## src/rtl/sdrc_req_gen_q.sv

```systemverilog
// Queued request generator: splits application requests into page/max-length bounded chunks for bank control.
// Optional SDRC_BANK_INTLV_EN selects the row|col|bank address map instead of row|bank|col.
module sdrc_req_gen_q #(
    parameter int APP_AW   = 30,
    parameter int APP_RW   = 9,
    parameter int REQ_ID_W = 4,
    parameter int BA_W     = 2,
    parameter int RA_W     = 13,
    parameter int QDEPTH   = 2
) (
    input  logic                clk,
    input  logic                reset_n,
    input  logic [1:0]          cfg_colbits,
    input  logic [APP_RW+1:0]   cfg_max_chunk,
    input  logic [1:0]          sdr_width,
    input  logic                req,
    input  logic [REQ_ID_W-1:0] req_id,
    input  logic [APP_AW-1:0]   req_addr,
    input  logic [APP_RW-1:0]   req_len,
    input  logic                req_wr_n,
    input  logic                req_wrap,
    output logic                req_ack,
    output logic                r2x_idle,
    output logic                r2b_req,
    output logic [REQ_ID_W-1:0] r2b_req_id,
    output logic                r2b_start,
    output logic                r2b_last,
    output logic                r2b_wrap,
    output logic                r2b_write,
    output logic [BA_W-1:0]     r2b_ba,
    output logic [RA_W-1:0]     r2b_raddr,
    output logic [11:0]         r2b_caddr,
    output logic [APP_RW+1:0]   r2b_len,
    input  logic                b2r_ack,
    input  logic                b2r_arb_ok
);

    localparam int AW   = APP_AW + 2;
    localparam int LW   = APP_RW + 2;
    localparam int QPW  = (QDEPTH > 1) ? $clog2(QDEPTH) : 1;
    localparam int QCW  = $clog2(QDEPTH + 1);
    localparam int CMPW = (LW > 13) ? LW : 13;
`ifdef SDRC_BANK_INTLV_EN
    localparam int STEP = BA_W;
`else
    localparam int STEP = 0;
`endif

    typedef enum logic [1:0] {IDLE, LOAD, ACTIVE} state_t;
    state_t state;

    logic [REQ_ID_W-1:0] q_id    [QDEPTH];
    logic [AW-1:0]       q_addr  [QDEPTH];
    logic [LW-1:0]       q_len   [QDEPTH];
    logic                q_wrap  [QDEPTH];
    logic                q_write [QDEPTH];
    logic [QPW-1:0]      wr_ptr, rd_ptr;
    logic [QCW-1:0]      q_cnt;
    logic                q_empty, q_full, push, pop;

    logic [1:0]          s;
    logic [AW-1:0]       push_addr;
    logic [LW-1:0]       push_len;

    logic [AW-1:0]       cur_addr;
    logic [LW-1:0]       rem_len;
    logic [REQ_ID_W-1:0] cur_id;
    logic                cur_wrap, cur_write, first;

    logic [3:0]          colbits;
    logic [11:0]         col_n;
    logic [BA_W-1:0]     ba_n;
    logic [RA_W-1:0]     row_n;
    logic [12:0]         page_rem;
    logic [LW-1:0]       chunk;

    function automatic logic [QPW-1:0] next_ptr(input logic [QPW-1:0] p);
        return (p == QPW'(QDEPTH - 1)) ? '0 : p + QPW'(1);
    endfunction

    // A pop in the same cycle frees a slot, so a full queue can still accept
    assign pop      = (state == IDLE) & ~q_empty;
    assign q_empty  = (q_cnt == '0);
    assign q_full   = (q_cnt == QCW'(QDEPTH)) & ~pop;
    assign req_ack  = reset_n & req & ~q_full & b2r_arb_ok;
    assign push     = req_ack;
    assign r2x_idle = ~reset_n | (~req & q_empty & (state == IDLE));

    assign s         = sdr_width[1] ? 2'd2 : {1'b0, sdr_width[0]};
    assign push_addr = AW'(req_addr) << s;
    assign push_len  = LW'(req_len) << s;

    always_ff @(posedge clk) begin
        if (push) begin
            q_id[wr_ptr]    <= req_id;
            q_addr[wr_ptr]  <= push_addr;
            q_len[wr_ptr]   <= push_len;
            q_wrap[wr_ptr]  <= req_wrap;
            q_write[wr_ptr] <= ~req_wr_n;
        end
    end

    always_ff @(posedge clk) begin
        if (!reset_n) begin
            wr_ptr <= '0;
            rd_ptr <= '0;
            q_cnt  <= '0;
        end else begin
            if (push) wr_ptr <= next_ptr(wr_ptr);
            if (pop)  rd_ptr <= next_ptr(rd_ptr);
            case ({push, pop})
                2'b10:   q_cnt <= q_cnt + QCW'(1);
                2'b01:   q_cnt <= q_cnt - QCW'(1);
                default: q_cnt <= q_cnt;
            endcase
        end
    end

    // Address field extraction and chunk sizing for the LOAD state
    always_comb begin
        colbits  = 4'd8 + {2'b00, cfg_colbits};
        col_n    = 12'((cur_addr >> STEP) & ((AW'(1) << colbits) - AW'(1)));
`ifdef SDRC_BANK_INTLV_EN
        ba_n     = cur_addr[BA_W-1:0];
`else
        ba_n     = BA_W'(cur_addr >> colbits);
`endif
        row_n    = RA_W'(cur_addr >> (colbits + BA_W));
        page_rem = (13'd1 << colbits) - {1'b0, col_n};
        chunk    = rem_len;
        if (!cur_wrap && (CMPW'(page_rem) < CMPW'(rem_len)))
            chunk = LW'(page_rem);
        if ((cfg_max_chunk != '0) && (cfg_max_chunk < chunk))
            chunk = cfg_max_chunk;
    end

    always_ff @(posedge clk) begin
        if (!reset_n) begin
            state      <= IDLE;
            cur_addr   <= '0;
            rem_len    <= '0;
            cur_id     <= '0;
            cur_wrap   <= 1'b0;
            cur_write  <= 1'b0;
            first      <= 1'b0;
            r2b_req    <= 1'b0;
            r2b_req_id <= '0;
            r2b_start  <= 1'b0;
            r2b_last   <= 1'b0;
            r2b_wrap   <= 1'b0;
            r2b_write  <= 1'b0;
            r2b_ba     <= '0;
            r2b_raddr  <= '0;
            r2b_caddr  <= '0;
            r2b_len    <= '0;
        end else begin
            case (state)
                IDLE: begin
                    if (pop) begin
                        cur_addr  <= q_addr[rd_ptr];
                        rem_len   <= q_len[rd_ptr];
                        cur_id    <= q_id[rd_ptr];
                        cur_wrap  <= q_wrap[rd_ptr];
                        cur_write <= q_write[rd_ptr];
                        first     <= 1'b1;
                        // zero-length requests are consumed without producing a chunk
                        state     <= (q_len[rd_ptr] == '0) ? IDLE : LOAD;
                    end
                end
                LOAD: begin
                    r2b_req    <= 1'b1;
                    r2b_req_id <= cur_id;
                    r2b_start  <= first;
                    r2b_last   <= (chunk == rem_len);
                    r2b_wrap   <= cur_wrap;
                    r2b_write  <= cur_write;
                    r2b_ba     <= ba_n;
                    r2b_raddr  <= row_n;
                    r2b_caddr  <= col_n;
                    r2b_len    <= chunk;
                    state      <= ACTIVE;
                end
                ACTIVE: begin
                    if (b2r_ack) begin
                        r2b_req <= 1'b0;
                        if (r2b_last) begin
                            state <= IDLE;
                        end else begin
                            cur_addr <= cur_addr + (AW'(r2b_len) << STEP);
                            rem_len  <= rem_len - r2b_len;
                            first    <= 1'b0;
                            state    <= LOAD;
                        end
                    end
                end
                default: state <= IDLE;
            endcase
        end
    end

endmodule
```

## config.mk

```make
export PLATFORM = sky130hd
export DESIGN_NAME = sdrc_req_gen_q
export DESIGN_NICKNAME = d
export VERILOG_FILES = /design/src/rtl/sdrc_req_gen_q.sv
export SDC_FILE = /design/constraint.sdc
export NUM_CORES = 1
export LEC_CHECK = 0
export CORE_AREA = 2 2 146 148
export DETAILED_ROUTE_END_ITERATION = 10
export DIE_AREA = 0 0 148 150
export HOLD_SLACK_MARGIN = 0.05
export PLACE_DENSITY = 0.76
export SETUP_SLACK_MARGIN = 0.4
export SLEW_MARGIN = 20
export SYNTH_ARGS = -nofsm -noshare
export SYNTH_HDL_FRONTEND = slang
export SYNTH_SLANG_ARGS = --single-unit
```

## constraint.sdc

```tcl
create_clock -name clk -period 7.35 [get_ports clk]
set_clock_uncertainty 0.1 [all_clocks]
set_input_delay 1.8375 -clock clk [delete_from_list [all_inputs] [get_ports clk]]
set_output_delay 1.8375 -clock clk [all_outputs]
set_load 0.03 [all_outputs]
```

==> reports/qor.txt, run 1 <==
Synth top area share: 24.6%
Layout area overhead: 17.9%
Seq cells post-synth: 184
Slew @ Worst Pin: 1020 ps
Root Driver: clkbuf_16
Longest Clk Path Bufs: 2
Die width: 148 µm
Startpoint Class: primary input
Initial antenna violation count: 0
RSZ-0062 raised after global routing: false
I/O pins: 114
Peak fanout along the critical path: 17
Max_cap viols: 0
Setup total negative slack: 0 ps
Sinks on Clock Net: 184
Top cells by count, synth: nand2_1 (179), dfxtp_1 (98), edfxtp_1 (86), o21ai_0 (75), mux2i_1 (71)
Share of layout cells above drive strength 1: 7.87%
Die area: 22,200 µm²
Num CTS Buffers: 17
Diode count: 0
Crit path largest cell delay: 580 ps
Vias in the first global route: 7,679
Worst VDD drop: 0.000198 V
PortBufs: 109
Synth top area cells: edfxtp_1 (25%), dfxtp_1 (19%), mux2i_1 (6.8%)
CTS tree: done
Share of the yosys chip area belonging to registers: 43.3%
Antenna Nets Post-Route: 0
Clock transition at the registers of the reported paths: 70 ps
Crit path buffers/inverters: 4
Leak: 4.54 nW
Hold_buf cts: 0
DRT Wirelength: 23,700 µm
Crit path cell chain: clkdlybuf4s50_1 -> and2_1 -> nand2_1 -> ha_1 -> nor3b_1 -> nand4_1 -> a311o_1 -> a211oi_4 -> buf_4 -> buf_4 -> nor2_1 -> a21oi_1 -> ha_1 -> a21oi_1 -> nor2b_1 -> o21ai_0 -> o211a_1 -> o41ai_4 -> buf_12 -> mux2_2 -> a211oi_2 -> nand4_1 -> o31ai_2
Drt drc: 0
Detailed-placement wirelength estimate: 16,900 µm
Core Region: 20,700 µm²
Largest net degree at the start of global routing: 74
Post-cts resize count: 0
Main synth FF type: dfxtp_1
Async SR Flop Fraction: 0%
WS Path Type: in -> reg
First-pass GRT wire length: 38,600 µm
Fmax: 155 MHz
Clock Latency Late Sink: 430 ps
Gate Count Post-Synth: 1,097
Yosys cell types: 64
Final Hold Fails: 0
Worst hold path type: reg -> reg
Post-Syn Nets: 1,209
Critical Path Sink Type: register
Critical path's slowest cell: clkdlybuf4s50_1
Tot Pwr: 4.87 mW
Total global-route track usage: 21.8%
Pwr/cell area: 394 nW/µm²
Part of the cycle the worst path needs: 87.7%
Syn_area_per_cell: 9.56 µm²
H-tree levels: 4
DRT Pass-1 Iters: 5
Chip Height: 150 µm
Initial drt markers: 557
Max Slew Vio Count: 0
Outcome: finished, final reports clean
Mapped Area: 10,500 µm²
Fin util: 59.8%
Fillers: 1,775
Final setup viols: 0
Initial Util: 50.7%
Gpl congestion: 0.870
Yosys top cell by area: edfxtp_1
Mean number of vias per cell: 5.64
Top-count cell post-synth: nand2_1
Post-synth EDFFs: 86
Headroom to the max-slew limit: 31.8%
Fin nets: 1,281
CP top delay family: compound AO/OA/AOI/OAI gates
Remaining Overflow, GRT: 0
WL/cell: 16.3 µm
FP Rows: 53
Via count: 8,219
Yosys Warn Count: 0
Crit path DAT: 6700 ps
Req. time, crit path: 7600 ps
Minimum clock period: 6450 ps
## worst paths after layout
check                               startpoint            to  slack, ps  depth (start not counted)
worst max-delay path            cfg_colbits[0]      r2b_last        900                         23
worst min-delay path              r2b_raddr[3]  r2b_raddr[3]        360                          2
worst max register to register     cur_addr[0]      r2b_last       1950                         25
worst min register to register    r2b_raddr[3]  r2b_raddr[3]        360                          2
## worst register-to-register path, delay by kind of cell (launching register included)
kind,cells,cell delay [ps]
DFF,1,600
adders and majority gates,3,830
and+or+nand+nor,5,530
xor gates and xnor gates,1,330
muxes,1,300
AOI/OAI and AO/OA,11,1950
buffers and inverters,4,680
## power breakdown
part	switching (mW)	leakage [nW]	internal, mW
registers	0.242	1.58	1.23
logic	1.43	2.68	1.08
clock network	0.401	0.281	0.489
total	2.07	4.54	2.80
## registers in the layout (all words and copies together), names as in the netlist, 4 cells and up, named ones only
name and flops:
q_id 8, cur_id 4, r2b_len 11, q_len 22
r2b_raddr 13, r2b_req_id 4, rem_len 11, r2b_caddr 12
cur_addr 26, q_addr 52
## through the flow
stage | instance area [µm²] | hold slack [ps] | instances | setup WS (ps)
after global routing | 12400 | 388 | 1457 | 580
after detailed placement | 11800 | 359 | 1421 | 222
final | 12400 | 363 | 1457 | 900
after global placement | 11800 | 352 | 1421 | 357
after CTS | 12300 | 369 | 1453 | 669
after floorplan | 10500 | 341 | 1097 | 446
## per-layer routing
metal	vias up	GRT usage, %	routed length (µm)
met5	-	0	0
met4	0	7.19	337
met3	28	3.90	1200
met2	240	34.0	10800
met1	3866	30.9	11400
li1	4085	-	-
## layout by cell type, fill, tap and decap left out, drive strengths merged, types with 20 or more instances in the layout
cell	n
a21boi	59
a21oi	42
clkbuf	20
clkdlybuf4s50	106
dfxtp	98
edfxtp	86
ha	45
inv	48
mux2i	71
nand2	179
nor2	64
o211ai	20
o21ai	75
xnor2	31
## logic make-up after synthesis
group	share of synthesized area [%]
AO/OA/AOI/OAI	17.8
XOR/XNOR	3.26
adder cells (fa/ha/maj)	5.75
buffers and inverters	4.18
flip-flops	43.3
multiplexers	10.9
other	0.0358
AND/OR/NAND/NOR	14.9
## what timing repair did
item	CTS	global route
endpoints found under the setup margin	0	1
setup buffers	0	4
hold endpoints to repair	0	0
## final cells by class
type	count	area (µm²)	area share [%]
Multi-Input combinational cell	798	5540	44.8
Tap cell	275	344	2.78
Timing Repair Buffer	125	1210	9.77
Clock inverter	12	114	0.920
Sequential cell	184	4550	36.7
Inverter	43	161	1.30
Clock buffer	20	457	3.69
(Power assumes the default switching activity.)
==> inputs of run 2 (changes only) <==
--- a/config.mk
+++ b/config.mk
@@ -5,11 +5,13 @@
 export SDC_FILE = /design/constraint.sdc
 export NUM_CORES = 1
 export LEC_CHECK = 0
-export CORE_AREA = 2 2 146 148
+export ABC_AREA = 1
+export CORE_AREA = 2 2 143 145
 export DETAILED_ROUTE_END_ITERATION = 10
-export DIE_AREA = 0 0 148 150
+export DIE_AREA = 0 0 145 147
+export GPL_ROUTABILITY_DRIVEN = 1
 export HOLD_SLACK_MARGIN = 0.05
-export PLACE_DENSITY = 0.76
+export PLACE_DENSITY = 0.77
 export SETUP_SLACK_MARGIN = 0.4
 export SLEW_MARGIN = 20
 export SYNTH_ARGS = -nofsm -noshare
==> run 2 against run 1 <==
  * Routed wire length increased by 6.5%
  * Cell count increased by 14%
  * Hold slack got worse by 26 ps
  * Register-to-register slack improved by 220 ps
  * Flip-flop and latch count unchanged
  * Sequential share of layout area increased by 0.75 points
  * Die area decreased by 4.0%
  * Critical endpoint unchanged
  * Largest cell class unchanged
  * Highest routed layer unchanged
==> reports/qor.txt, run 2 <==
Outcome: finished, final reports clean
Crit path buffers/inverters: 7
Crit path largest cell delay: 580 ps
Mean number of vias per cell: 5.49
Max FFs per register: 52
Most frequent cells in the layout: nand2_1 (188), nor2_1 (186), inv_1 (149)
Worst VDD drop: 0.000221 V
Max Slew Vio Count: 0
Final Hold Fails: 0
Registers with the most flip-flops: q_addr x52, cur_addr x26, q_len x22
Mapped Area: 10,200 µm²
Clock Latency Late Sink: 430 ps
WL/cell: 15.2 µm
Req. time, crit path: 7600 ps
Post-Syn Nets: 1,417
Critical Path Sink Type: register
Cell Area, Placed: 11,500 µm²
Main synth FF type: dfxtp_1
Num CTS Buffers: 17
Chip Height: 147 µm
Syn_area_per_cell: 7.81 µm²
Die area: 21,300 µm²
Yosys top cell by area: edfxtp_1
Leak: 4.89 nW
Drt drc: 0
Initial antenna violation count: 0
Post-synth EDFFs: 86
DRT Wirelength: 25,300 µm
Final Worst Setup Slack: 865 ps
Vias in the first global route: 8,215
Most frequent CP cell: nand2_1
FP Rows: 52
Setup total negative slack: 0 ps
Die width: 145 µm
Part of the cycle the worst path needs: 88.2%
Tot Pwr: 5.06 mW
Placed cells: 1,636
Fmax: 154 MHz
Pwr/cell area: 417 nW/µm²
Slew @ Worst Pin: 1020 ps
Final setup viols: 0
Non-filler cells, final: 1,668
Post-cts resize count: 0
Seq cells post-synth: 184
Largest net degree at the start of global routing: 76
Fin util: 61.1%
Yosys Warn Count: 0
Minimum clock period: 6480 ps
Detailed-placement wirelength estimate: 18,100 µm
Design Area, Final: 12,100 µm²
Gpl congestion: 0.857
Synth top area share: 25.3%
Layout area overhead: 18.9%
Crit path DAT: 6740 ps
Total global-route track usage: 23.8%
Headroom to the max-slew limit: 31.7%
Max_cap viols: 0
Most flops, register: q_addr
Hold_ws: 338 ps
Top cells by count, synth: nor2_1 (189), nand2_1 (188), inv_1 (149), o21ai_0 (138), dfxtp_1 (98)
Post-placement setup slack: 401 ps
WS Path Type: in -> reg
Core Region: 19,800 µm²
CTS tree: done
Remaining Overflow, GRT: 0
Top-count cell post-synth: nor2_1
Startpoint Class: primary input
Worst hold path type: reg -> reg
Synth top area cells: edfxtp_1 (25%), dfxtp_1 (19%), nor2_1 (7.0%)
Fin nets: 1,497
PortBufs: 109
Root Driver: clkbuf_16
I/O pins: 114
CP top delay family: buffers and inverters
First-pass GRT wire length: 41,300 µm
Yosys cell types: 52
Setup Buffers After CTS: 0
Initial Util: 51.3%
Critical path's slowest cell: clkdlybuf4s50_1
Antenna Nets Post-Route: 0
DRT Pass-1 Iters: 5
Gate Count Post-Synth: 1,305
Clock transition at the registers of the reported paths: 60 ps
Share of layout cells above drive strength 1: 5.44%
Sinks on Clock Net: 184
H-tree levels: 4
Share of the yosys chip area belonging to registers: 44.6%
RSZ-0062 raised after global routing: false
Commonest non-fill, non-tap cell in the layout: nand2_1
Hold_buf cts: 0
Via count: 9,151
Peak fanout along the critical path: 19
Diode count: 0
Longest Clk Path Bufs: 2
Initial drt markers: 874
Async SR Flop Fraction: 0%
[run 2: cell count changes after synthesis, sizes merged, moves of 30 or more]
cell | before | now
nor2 | 64 | 193
o22ai | 1 | 31
a21oi | 42 | 97
a21boi | 59 | 1
inv | 43 | 155
mux2i | 71 | 6
o21ai | 75 | 142
nand3 | 17 | 69
[run 2: cell families (layout without fill, tap and decap cells)]
logic type | after synthesis | after routing | share of synthesized area [%]
mux | 6 | 6 | 0.589
flops | 184 | 184 | 44.6
simple gates | 492 | 492 | 20.2
compound gates | 340 | 340 | 18.9
other cells | 1 | 1 | 0.0368
fa+ha+maj | 47 | 47 | 5.92
xor+xnor | 17 | 17 | 1.46
buf+inv | 218 | 311 | 8.23
[run 2: routing by layer]
layer / vias to the layer above / global-route usage [%] / wire length [µm]
met5: - / 0 / 0
met4: 0 / 6.58 / 316
met1: 4182 / 35.1 / 12100
met3: 26 / 4.10 / 1640
met2: 325 / 36.1 / 11200
li1: 4618 / - / -
[run 2: worst paths after layout]
check	start	end	slack [ps]	cells past startpoint
setup reg to reg	cur_addr[1]	r2b_last	2170	32
hold / removal	r2b_caddr[11]	r2b_caddr[11]	340	2
setup / recovery	cfg_colbits[0]	r2b_last	870	31
hold reg to reg	r2b_caddr[11]	r2b_caddr[11]	340	2
[run 2: area by class of cell]
| cell class | count | area, µm² |
|---|---|---|
| Fill cell | 1769 | 7720 |
| Multi-Input combinational cell | 903 | 4830 |
| Sequential cell | 184 | 4540 |
| Timing Repair Buffer | 123 | 1190 |
| Inverter | 156 | 591 |
| Clock buffer | 20 | 437 |
| Tap cell | 270 | 338 |
| Clock inverter | 12 | 186 |
[run 2: worst register-to-register path, delay by kind of cell (launching register included)]
kind | cells | cell delay [ps]
flip-flops | 1 | 320
adder cells (fa/ha/maj) | 3 | 810
AND/OR/NAND/NOR | 15 | 1730
buffers and inverters | 5 | 720
AO/OA/AOI/OAI | 8 | 1180
XOR/XNOR | 1 | 230
[run 2: power breakdown]
part / total, mW / internal [mW] / switching (mW)
clock network: 0.972 / 0.575 / 0.397
registers: 1.52 / 1.30 / 0.219
logic: 2.56 / 0.912 / 1.65
